[src/rtl/vga_timing_gen.sv]
// -----------------------------------------------------------------------------
// vga_timing_gen
//
// Purpose:
//   Generates the raster position and timing strobes for a VGA display.
//   A horizontal pixel counter and a vertical line counter walk the full
//   frame, including the porch and sync regions. Every output comes straight
//   from a flop. blank, hs, vs and frame_start are computed from the counters'
//   next-state values, so each one lines up on the same cycle as the
//   DrawX/DrawY value it describes.
//
// Ports:
//   vga_clk      in   1   pixel clock, the only clock
//   reset_n      in   1   asynchronous active-low reset
//   DrawX        out  10  current pixel column (registered horizontal counter)
//   DrawY        out  10  current pixel row (registered vertical counter)
//   blank        out  1   1 = visible area (display enable), 0 = porch/sync
//   hs           out  1   horizontal sync, active low
//   vs           out  1   vertical sync, active low
//   frame_start  out  1   one-cycle pulse while DrawX=0 and DrawY=0
//   frame_count  out  16  frames started since reset, wraps modulo 2^16
//
// Configuration macro:
//   VGA_SYNC_DELAY_EN - when defined, hs and vs pass through one extra
//   register stage (reset value 1). They then lag DrawX/DrawY/blank by one
//   cycle, which matches a renderer that registers its RGB output. The other
//   outputs are the same with or without the macro.
//
// Reset state: DrawX=H_TOTAL-1 and DrawY=V_TOTAL-1. The first edge after
// reset is released therefore wraps both counters to (0,0) and starts
// frame 1.
// -----------------------------------------------------------------------------
module vga_timing_gen #(
    parameter int H_VISIBLE = 640,
    parameter int H_FRONT   = 16,
    parameter int H_SYNC    = 96,
    parameter int H_TOTAL   = 800,
    parameter int V_VISIBLE = 480,
    parameter int V_FRONT   = 10,
    parameter int V_SYNC    = 2,
    parameter int V_TOTAL   = 525
) (
    input  logic        vga_clk,
    input  logic        reset_n,
    output logic [9:0]  DrawX,
    output logic [9:0]  DrawY,
    output logic        blank,
    output logic        hs,
    output logic        vs,
    output logic        frame_start,
    output logic [15:0] frame_count
);

    // Region boundaries, sized to the 10-bit counters.
    localparam logic [9:0] H_LAST       = 10'(H_TOTAL - 1);
    localparam logic [9:0] H_VIS_END    = 10'(H_VISIBLE);
    localparam logic [9:0] H_SYNC_START = 10'(H_VISIBLE + H_FRONT);
    localparam logic [9:0] H_SYNC_END   = 10'(H_VISIBLE + H_FRONT + H_SYNC);
    localparam logic [9:0] V_LAST       = 10'(V_TOTAL - 1);
    localparam logic [9:0] V_VIS_END    = 10'(V_VISIBLE);
    localparam logic [9:0] V_SYNC_START = 10'(V_VISIBLE + V_FRONT);
    localparam logic [9:0] V_SYNC_END   = 10'(V_VISIBLE + V_FRONT + V_SYNC);

    // Registered state
    logic [9:0]  h_q;
    logic [9:0]  v_q;
    logic        blank_q;
    logic        hs_q;
    logic        vs_q;
    logic        frame_start_q;
    logic [15:0] frame_count_q;

    // Next-state values
    logic        h_wrap;
    logic [9:0]  h_next;
    logic [9:0]  v_next;
    logic        blank_next;
    logic        hs_next;
    logic        vs_next;
    logic        frame_start_next;
    logic [15:0] frame_count_next;

    // Counter advance. The vertical counter only moves on a horizontal wrap.
    // Because of that, (H_LAST, V_LAST) goes to (0,0) on a single edge.
    always_comb begin
        h_wrap = 1'b0;
        h_next = h_q;
        v_next = v_q;

        h_wrap = (h_q == H_LAST);
        if (h_wrap) begin
            h_next = '0;
            if (v_q == V_LAST) begin
                v_next = '0;
            end else begin
                v_next = v_q + 10'd1;
            end
        end else begin
            h_next = h_q + 10'd1;
        end
    end

    // Strobes are decoded from the next-state counters. Once registered, each
    // strobe sits on the same cycle as the position it describes.
    always_comb begin
        blank_next       = 1'b0;
        hs_next          = 1'b1;
        vs_next          = 1'b1;
        frame_start_next = 1'b0;
        frame_count_next = frame_count_q;

        blank_next = (h_next < H_VIS_END) && (v_next < V_VIS_END);
        hs_next    = !((h_next >= H_SYNC_START) && (h_next < H_SYNC_END));
        vs_next    = !((v_next >= V_SYNC_START) && (v_next < V_SYNC_END));

        frame_start_next = (h_next == '0) && (v_next == '0);
        // The count moves on the same edge that raises frame_start. It wraps
        // naturally from 16'hFFFF to 0.
        if (frame_start_next) begin
            frame_count_next = frame_count_q + 16'd1;
        end
    end

    always_ff @(posedge vga_clk or negedge reset_n) begin
        if (!reset_n) begin
            h_q           <= H_LAST;
            v_q           <= V_LAST;
            blank_q       <= 1'b0;
            hs_q          <= 1'b1;
            vs_q          <= 1'b1;
            frame_start_q <= 1'b0;
            frame_count_q <= '0;
        end else begin
            h_q           <= h_next;
            v_q           <= v_next;
            blank_q       <= blank_next;
            hs_q          <= hs_next;
            vs_q          <= vs_next;
            frame_start_q <= frame_start_next;
            frame_count_q <= frame_count_next;
        end
    end

    assign DrawX       = h_q;
    assign DrawY       = v_q;
    assign blank       = blank_q;
    assign frame_start = frame_start_q;
    assign frame_count = frame_count_q;

`ifdef VGA_SYNC_DELAY_EN
    // Extra stage: the syncs trail the pixel position by one cycle.
    logic hs_dly_q;
    logic vs_dly_q;

    always_ff @(posedge vga_clk or negedge reset_n) begin
        if (!reset_n) begin
            hs_dly_q <= 1'b1;
            vs_dly_q <= 1'b1;
        end else begin
            hs_dly_q <= hs_q;
            vs_dly_q <= vs_q;
        end
    end

    assign hs = hs_dly_q;
    assign vs = vs_dly_q;
`else
    assign hs = hs_q;
    assign vs = vs_q;
`endif

endmodule

[config.mk]
export PLATFORM = sky130hd
export DESIGN_NAME = vga_timing_gen
export DESIGN_NICKNAME = d
export VERILOG_FILES = /design/src/rtl/vga_timing_gen.sv
export SDC_FILE = /design/constraint.sdc
export NUM_CORES = 1
export LEC_CHECK = 0
export ABC_CLOCK_PERIOD_IN_PS = 3200
export CORE_MARGIN = 5
export CORE_UTILIZATION = 54
export CTS_BUF_LIST = sky130_fd_sc_hd__clkbuf_2 sky130_fd_sc_hd__clkbuf_4 sky130_fd_sc_hd__clkbuf_8
export DETAILED_ROUTE_END_ITERATION = 7
export GPL_TIMING_DRIVEN = 0
export HOLD_SLACK_MARGIN = 0.05
export PLACE_DENSITY = 0.92
export SYNTH_ARGS = -nofsm -noshare
export SYNTH_HDL_FRONTEND = slang
export SYNTH_SLANG_ARGS = --single-unit
[constraint.sdc]
create_clock -name vga_clk -period 3.2 [get_ports vga_clk]
set_input_delay 0.64 -clock vga_clk [delete_from_list [all_inputs] [get_ports vga_clk]]
set_output_delay 0.64 -clock vga_clk [all_outputs]
set_load 0.02 [all_outputs]
==> results by stage, run 1 <==
Final layout:
- The final layout contains 276 nets.
- The total inserted antenna cells is 0.
- Of the cells placed in the final design, the portion with a size suffix greater than 1 is 15.9%.
- The area added between synthesis and finish is 31.8%.
- The finished cells cover 2880 um2.

Drt:
- The routed wire length is 5.09 mm.
- The detailed router finished its first iteration with 286 violations.
- The first-pass iteration count of the detailed router is 4.
- In this run the remaining antenna-violating nets after routing total 0.
- The post-detailed-route via-to-cell ratio is 5.97.
- After detailed routing, the number of remaining DRC violations is 0.
- Across all layers, the routed design uses 1915 vias.
- After detailed routing, the average wire length per cell comes to 15.9 um.

Pwr:
- The internal power component is 826 uW.
- Combinational logic burns 0.9% of the power.
- In this run the static leakage power is 1.14 nW.
- The switching component of the power is 189 uW.
- Across the VDD grid, the largest voltage drop is 0.243 mV.
- The clock network fraction of design power is 49.3%.
- In this run switching power makes up 18.6% of total power.
- For this design the ratio of total power to cell area is 353 nW/um2.
- The relative contribution of sequential cells to total power is 49.8%.

Placed design:
- The last weighted congestion value of the routability-driven placer is 0.910.
- The number of input and output port buffers inserted is 41.
- Detailed placement finished with a half-perimeter wire length of 3.54 mm.
- Summing all placed instances gives a cell area of 2650 um2.

STA:
- The number of hold violations in the final report is 0.
- The summed negative setup slack over all endpoints is 0 ns.
- The clock period could shrink to 3.12 ns.
- The transition time at the pin with the least slew margin is 0.864 ns.
- Static timing analysis puts the maximum clock frequency at 321 MHz.
- The worst slew margin relative to its limit is 42.4%.
- The count of endpoints failing setup in the final report is 0.
- The final worst clock skew is 0.00309 ns.
- The count of final max-slew check failures is 0.
- Of the available clock period, the critical path in the final layout requires 97.5%.

Logic synthesis:
- During synthesis, Yosys emitted a total of 0 warnings.
- The post-synthesis async set-or-reset flop share is 100%.
- The count of flip-flops with a built-in enable after synthesis is 0.
- The per-instance average area after synthesis is 10.3 um2.
- After synthesis the netlist holds a flip-flop and latch count of 40.
- After synthesis, flip-flops and latches occupy 46.6% of the total area.
- The dominant synthesized flop cell is sky130_fd_sc_hd__dfrtp_1.
- Synthesis instantiated 49 different standard cells from the library.
- The number of instances in the synthesized netlist is 211.
- The cell area after technology mapping is 2180 um2.
- The number of nets in the synthesized netlist is 217.

Clocking:
- TritonCTS built the clock tree.
- The total clock sinks is 40.
- Clock tree synthesis inserted a total of 5 buffers.
- At the later pin of the worst-skew pair, clock insertion delay measures 0.30 ns.
- The level count of the clock H-tree is 2.
- The buffer cell driving the clock tree root is sky130_fd_sc_hd__clkbuf_8.
- The clock passes through at most 2 buffers.
- The register clock-pin slew on the reported worst setup and hold paths is 0.08 ns.

Setup path:
- The signal on the critical path passes through ha_1 > nand4_1 > buf_4 > nor3_4 > mux2i_1 > o211ai_1 > nor4_4 > buf_4 > buf_6 > nand3_1 > xnor2_1.
- The critical path launch point is DrawX[0]$_DFF_PN1_.
- The number of cells on the worst reg-to-reg path is 11.
- The worst setup path is of the reg -> reg kind.
- The kind of launch point of the worst setup path is a flop.
- The most prevalent standard cell on the critical path is sky130_fd_sc_hd__buf_4.
- The largest fanout on the critical path is 10.
- The worst stage delay on the critical path is 0.57 ns.
- Data on the critical path is required at its endpoint by 3.39 ns.
- Among all stages on the critical path, the largest delay is contributed by sky130_fd_sc_hd__dfstp_2.
- The startpoint of the most critical register-to-register path is DrawX[0]$_DFF_PN1_.
- The sort of element at the end of the critical path is a flop.
- For the worst setup path, the data arrival time is 3.31 ns.

Global route:
- The global-route congestion overflow total is 0.
- The largest net degree at the start of global routing is 41.
- Across every metal layer, demand over resource in global routing totals 19.8%.
- The first global-routing pass estimated 8.25 mm of wire.
- The via count of the first global-routing pass is 1861.
- The initial antenna violation count is 0.

Worst hold path:
- The path category of the worst min-delay check is in -> async.

Job:
- The number of maximum-capacitance violations is 0.

Run status:
- The flow ran to the end, and the final reports show no timing, DRC or antenna violations.

Die:
- The number of top-level pins is 42.
- The placement row count is 23.
- The die is 73.6 um wide.
- The area of the core is 3970 um2.
- The die area is 5410 um2.
- Measured along the y axis, the die boundary spans 73.6 um.
- The initial core utilization is 54.9%.
==> synth_stat cells (3+ instances only) <==
master	instances	area, um2
sky130_fd_sc_hd__dfrtp_1	28	701
sky130_fd_sc_hd__xnor2_1	24	210
sky130_fd_sc_hd__nand3_1	21	105
sky130_fd_sc_hd__nand2_1	14	52.6
sky130_fd_sc_hd__dfstp_2	12	315
sky130_fd_sc_hd__and3_1	11	68.8
sky130_fd_sc_hd__nand4_1	11	68.8
sky130_fd_sc_hd__nor2_1	9	33.8
sky130_fd_sc_hd__inv_1	8	30.0
sky130_fd_sc_hd__or3_1	6	37.5
sky130_fd_sc_hd__clkbuf_1	5	18.8
sky130_fd_sc_hd__ha_1	4	50.1
sky130_fd_sc_hd__o21ai_0	4	20.0
sky130_fd_sc_hd__a21oi_1	3	15.0
sky130_fd_sc_hd__and4_1	3	26.3
sky130_fd_sc_hd__buf_2	3	15.0
sky130_fd_sc_hd__nor4_1	3	18.8
==> layer usage <==
layer | GRT usage, % | vias to the layer above | wire length, um
met2 | 31.0 | 100 | 2470
li1 | - | 894 | -
met4 | 9.86 | 0 | 94
met1 | 25.2 | 909 | 2090
met5 | 0 | - | 0
met3 | 5.34 | 12 | 444
==> placed cells by master, fill, tap and decap left out, drive strengths merged, types with 3 or more instances in the layout <==
| master | count |
|---|---|
| xnor2 | 24 |
| o21ai | 4 |
| clkdlybuf4s50 | 40 |
| inv | 8 |
| nand3 | 21 |
| nand2 | 15 |
| nor4 | 4 |
| dfstp | 12 |
| or3 | 6 |
| clkbuf | 11 |
| and4 | 3 |
| nor2 | 9 |
| nand4 | 11 |
| ha | 4 |
| dfrtp | 28 |
| nor3 | 3 |
| buf | 17 |
| and3 | 11 |
| a21oi | 3 |
==> worst max-delay path, delay by kind of cell (launching register included) <==
family,cells,cell delay [ns]
XOR/XNOR,1,0.15
buffers and inverters,3,0.58
flip-flops,1,0.57
AO/OA/AOI/OAI,1,0.21
multiplexers,1,0.26
adder cells (fa/ha/maj),1,0.25
AND/OR/NAND/NOR,4,0.99
==> state kept, by name, summed over array words and instances (netlist names) <==
| signal | flops |
|---|---|
| DrawX | 10 |
| hs | 1 |
| frame_count | 16 |
| vs | 1 |
| blank | 1 |
| frame_start | 1 |
| DrawY | 10 |
==> final cells by class <==
cell class / count / area, um2
Clock buffer: 6 / 76.3
Clock inverter: 2 / 60.1
Timing Repair Buffer: 52 / 488
Buffer: 10 / 56.3
Multi-Input combinational cell: 153 / 1090
Fill cell: 304 / 1100
Tap cell: 50 / 62.6
Inverter: 8 / 30.0
Sequential cell: 40 / 1020
==> through the flow <==
step                cells  util, %  hold WS [ns]  power (mW)  setup WS, ns
floorplan             211        -         0.344       0.515         0.277
global placement      302     66.9         0.464       0.526       -0.0602
detailed placement    302     66.7         0.486       0.526       -0.0957
CTS                   310     70.3         0.480        1.03        0.0323
global route          321     72.4         0.514        1.05        -0.142
finish                321     72.4         0.455        1.02        0.0805
==> worst paths after layout <==
path / to / slack, ns
max: frame_count[15]$_DFFE_PN0P_ / 0.08
min: blank$_DFF_PN0_ / 0.46
max reg2reg: frame_count[15]$_DFFE_PN0P_ / 0.08
min reg2reg: frame_count[15]$_DFFE_PN0P_ / 0.49
max in group asynchronous: frame_start$_DFF_PN0_ / 2.21
min in group vga_clk: frame_count[15]$_DFFE_PN0P_ / 0.49
==> repair_timing <==
| item | in CTS | in global routing |
|---|---|---|
| pin swaps | 1 | 5 |
| setup endpoints to repair | 12 | 16 |
| hold buffers | 0 | 0 |
| gates resized for setup | 1 | 0 |
| buffers inserted | 0 | 11 |
==> cells by family after synthesis <==
family	count (synthesis)	share of synthesized area, %
adder cells (fa/ha/maj)	4	2.29
AO/OA/AOI/OAI	26	10.4
multiplexers	3	1.43
flip-flops	40	46.6
XOR/XNOR	26	10.4
buffers and inverters	18	3.96
AND/OR/NAND/NOR	94	24.9
==> power groups by stage <==
stage	clock, mW	combinational (mW)	sequential [mW]
final	0.500	0.00962	0.506
after global routing	0.529	0.0121	0.506
after CTS	0.509	0.0105	0.506
after floorplan	0	0.000000353	0.515
after detailed placement	0	0.0105	0.515
after global placement	0	0.0109	0.515
Power figures use the tool's default switching activity.
==> run 2, diff against run 1 <==
CORE_UTILIZATION = 40   (was 54)
PLACE_DENSITY = 0.73   (was 0.92)
==> results by stage, run 2 (synthesis results as in run 1) <==
Setup path:
- In this run the critical register-to-register path is captured at frame_count[1]$_DFFE_PN0P_.
- The required time at the worst-slack endpoint is 3.37 ns.
- On the critical path, the stage with the largest delay is an instance of sky130_fd_sc_hd__dfrtp_1.
- The critical path launch point is DrawX[6]$_DFF_PN0_.
- The worst stage delay on the critical path is 0.39 ns.
- In this run the critical register-to-register path is launched from DrawX[6]$_DFF_PN0_.
- The largest fanout on the critical path is 8.
- STA classifies the critical path endpoint as a flop.
- The signal on the critical path passes through buf_6 > or3_1 > buf_2 > or3_1 > buf_2 > a221oi_4 > nand3b_2 > nor4_4 > nand2_2 > mux2_1.
- The critical path is of the reg -> reg type.
- The kind of launch point of the worst setup path is a flop.
- The data arrival at the endpoint of the critical path is 3.16 ns.
- The register-to-register path setup slack is 0.21 ns.
- The number of cells on the worst reg-to-reg path is 10.
- The endpoint of the most critical setup path is frame_count[1]$_DFFE_PN0P_.

STA:
- The least setup slack across all paths after layout is 0.209 ns.
- The highest achievable clock rate is 334 MHz.
- The number of hold violations in the final report is 0.
- The count of endpoints failing setup in the final report is 0.
- Headroom to the max-slew limit came out at 42.1%.
- The final period demand of the worst path is 2.99 ns.
- The final worst clock skew is 0.00906 ns.
- Setup repair after global routing left no endpoint under its margin.
- For the pin with the worst max-slew slack, the measured transition is 0.868 ns.
- The portion of the clock cycle consumed by the worst path in the final layout is 93.5%.
- The count of final max-slew check failures is 0.

Final layout:
- The filler-free cell count of the finished design is 335.
- Across the whole layout, storage elements account for 1020 um2.
- Summing all multi-input logic gate instances after layout gives 1100 um2.
- Leaving out fill and tap cells, the most frequent cells in the layout are 40 x sky130_fd_sc_hd__clkdlybuf4s50_1, 28 x sky130_fd_sc_hd__dfrtp_1, 24 x sky130_fd_sc_hd__xnor2_1.
- The layout net count is 270.
- The repair_antennas step left the layout with diodes totalling 0.
- The proportion of layout cells with a drive suffix above 1 is 14.7%.
- The library cell used most frequently in the layout, excluding fill and tap cells, is sky130_fd_sc_hd__clkdlybuf4s50_1.
- From synthesis to final layout, the design area changed by 29.6%.
- The register with the most flip-flops in the layout has 16 of them.
- Counting the fill cells in the layout gives 495.

Job:
- The number of maximum-capacitance violations is 0.

Worst hold path:
- The path category of the worst min-delay check is in -> async.

Clocking:
- The clock insertion delay at the later pin of the skew report is 0.29 ns.
- The level count of the clock H-tree is 2.
- The number of buffers between clock root and the deepest sink is 2.
- TritonCTS built the clock tree.
- The number of clock buffers added by TritonCTS is 5.
- The buffer cell driving the clock tree root is sky130_fd_sc_hd__clkbuf_8.
- After clock tree synthesis, the clock-pin slew on the worst setup and hold paths is 0.08 ns.
- The total clock sinks is 40.

Drt:
- After detailed routing, the average wire length per cell comes to 15.0 um.
- The DRC violation count after routing is 0.
- The routed design uses 281 um of met3 wire.
- Across all layers, the routed design uses 1862 vias.
- The highest layer used for signal routing is met4.
- The routed wire length is 5.03 mm.
- The detail route stage leaves a number of antenna-violating nets equal to 0.
- After detailed routing, the number of vias per cell comes to 5.56.
- Wire segments on met2 add up to 2.34 mm in the final route.
- For this run, the detailed router's first-pass iteration total came to 5.
- After the first detailed-routing iteration, the DRC count stood at 95.
- The detailed router put a total of 2.38 mm of wire on met1.

Die:
- For this configuration, the core starts out at a cell density of 41.9%.
- Measured along the y axis, the die boundary spans 83.9 um.
- The area of the core is 5200 um2.
- The die covers 7030 um2.
- The number of top-level pins is 42.
- The floorplan has 26 rows.
- The die span in x is 83.9 um.

Global route:
- The largest net degree at the start of global routing is 41.
- Global routing consumed, over all layers together, 14.9% of the routing resources.
- The initial antenna violation count is 0.
- The via count of the first global-routing pass is 1770.
- The first global-routing pass estimated 8.56 mm of wire.
- The total overflow left after global routing is 0.

Pwr:
- Summed over all cells, the static leakage comes to 1.10 nW.
- The worst-case IR drop observed on VDD is 0.180 mV.
- The cell area power density is 304 nW/um2.

Run status:
- The run finished with clean final reports.

Placed design:
- The number of input and output port buffers inserted is 41.
- Routability-driven placement finished with a final weighted congestion of 0.874.
- Once detailed placement completed, the half-perimeter wirelength came to 3.56 mm.
- Timing analysis after detailed placement gives a worst setup slack of -0.114 ns.
- Once placement completed, the tool counted placed cells totaling 322.
[run 2: changes by cell type in the layout (fill, tap and decap cells not counted), sizes merged]
cell / previous run / this run
clkinv: 0 / 2
clkbuf: 11 / 10
buf: 17 / 12
bufinv: 2 / 0
[run 2: how the worst min path moves through the flow]
stage	from	end	slack (ns)	cells after the start
3_3_place_gp	frame_count[15]$_DFFE_PN0P_	frame_count[15]$_DFFE_PN0P_	0.47	1
6_report	reset_n	DrawX[7]$_DFF_PN0_	0.46	1
3_5_place_dp	frame_count[15]$_DFFE_PN0P_	frame_count[15]$_DFFE_PN0P_	0.47	1
5_1_grt	frame_count[15]$_DFFE_PN0P_	frame_count[15]$_DFFE_PN0P_	0.50	1
2_1_floorplan	reset_n	DrawX[5]$_DFF_PN0_	0.34	0
4_1_cts	frame_count[15]$_DFFE_PN0P_	frame_count[15]$_DFFE_PN0P_	0.48	1
[run 2: power by group]
part / switching [mW] / total, mW / internal, mW
registers: 0 / 0.506 / 0.506
clock network: 0.171 / 0.343 / 0.172
logic: 0.00924 / 0.00969 / 0.000441
total: 0.180 / 0.859 / 0.678
[run 2: repair_timing]
action,in CTS,in global routing
hold buffers,0,0
pin swaps,2,3
buffers inserted,3,3
hold endpoints to repair,0,0
setup endpoints to repair,12,16
gates resized for setup,1,2
[run 2: worst max-delay path: cells and delay by family (launching register included)]
kind                   cells  cell delay, ns
DFF                        1            0.39
buffers and inverters      3            0.48
AOI/OAI and AO/OA          1            0.36
muxes                      1            0.33
and+or+nand+nor            5            1.30
[run 2: layer usage]
metal,vias to the layer above,GRT usage [%]
li1,876,-
met1,929,20.1
met2,53,23.5
met3,4,3.85
met4,0,4.24
met5,-,0
[run 2: layout make-up]
class | instances | area share [%]
well taps | 70 | 3.10
inverters | 8 | 1.06
clock inverters | 2 | 0.354
plain buffers | 9 | 1.86
multi-input cells | 153 | 38.8
flip-flops and latches | 40 | 35.9
clock buffers | 6 | 2.92
repair buffers | 47 | 15.9
[run 2: through the flow]
| step | area, um2 | utilization [%] | hold slack (ns) | setup TNS, ns | total power, mW |
|---|---|---|---|---|---|
| 2_1_floorplan | 2180 | - | 0.344 | 0 | 0.515 |
| 3_3_place_gp | 2680 | 51.5 | 0.466 | -0.863 | 0.526 |
| 3_5_place_dp | 2680 | 51.4 | 0.469 | -0.988 | 0.526 |
| 4_1_cts | 2800 | 53.7 | 0.481 | 0 | 0.874 |
| 5_1_grt | 2830 | 54.3 | 0.504 | 0 | 0.897 |
| 6_report | 2830 | 54.3 | 0.458 | 0 | 0.859 |
==> run 3, diff against run 2 <==
CTS_BUF_LIST = not set   (was sky130_fd_sc_hd__clkbuf_2 sky130_fd_sc_hd__clkbuf_4 sky130_fd_sc_hd__clkbuf_8)
==> results of run 3 <==
Same layout as run 2: the final DEF is identical, and so are final timing and power.
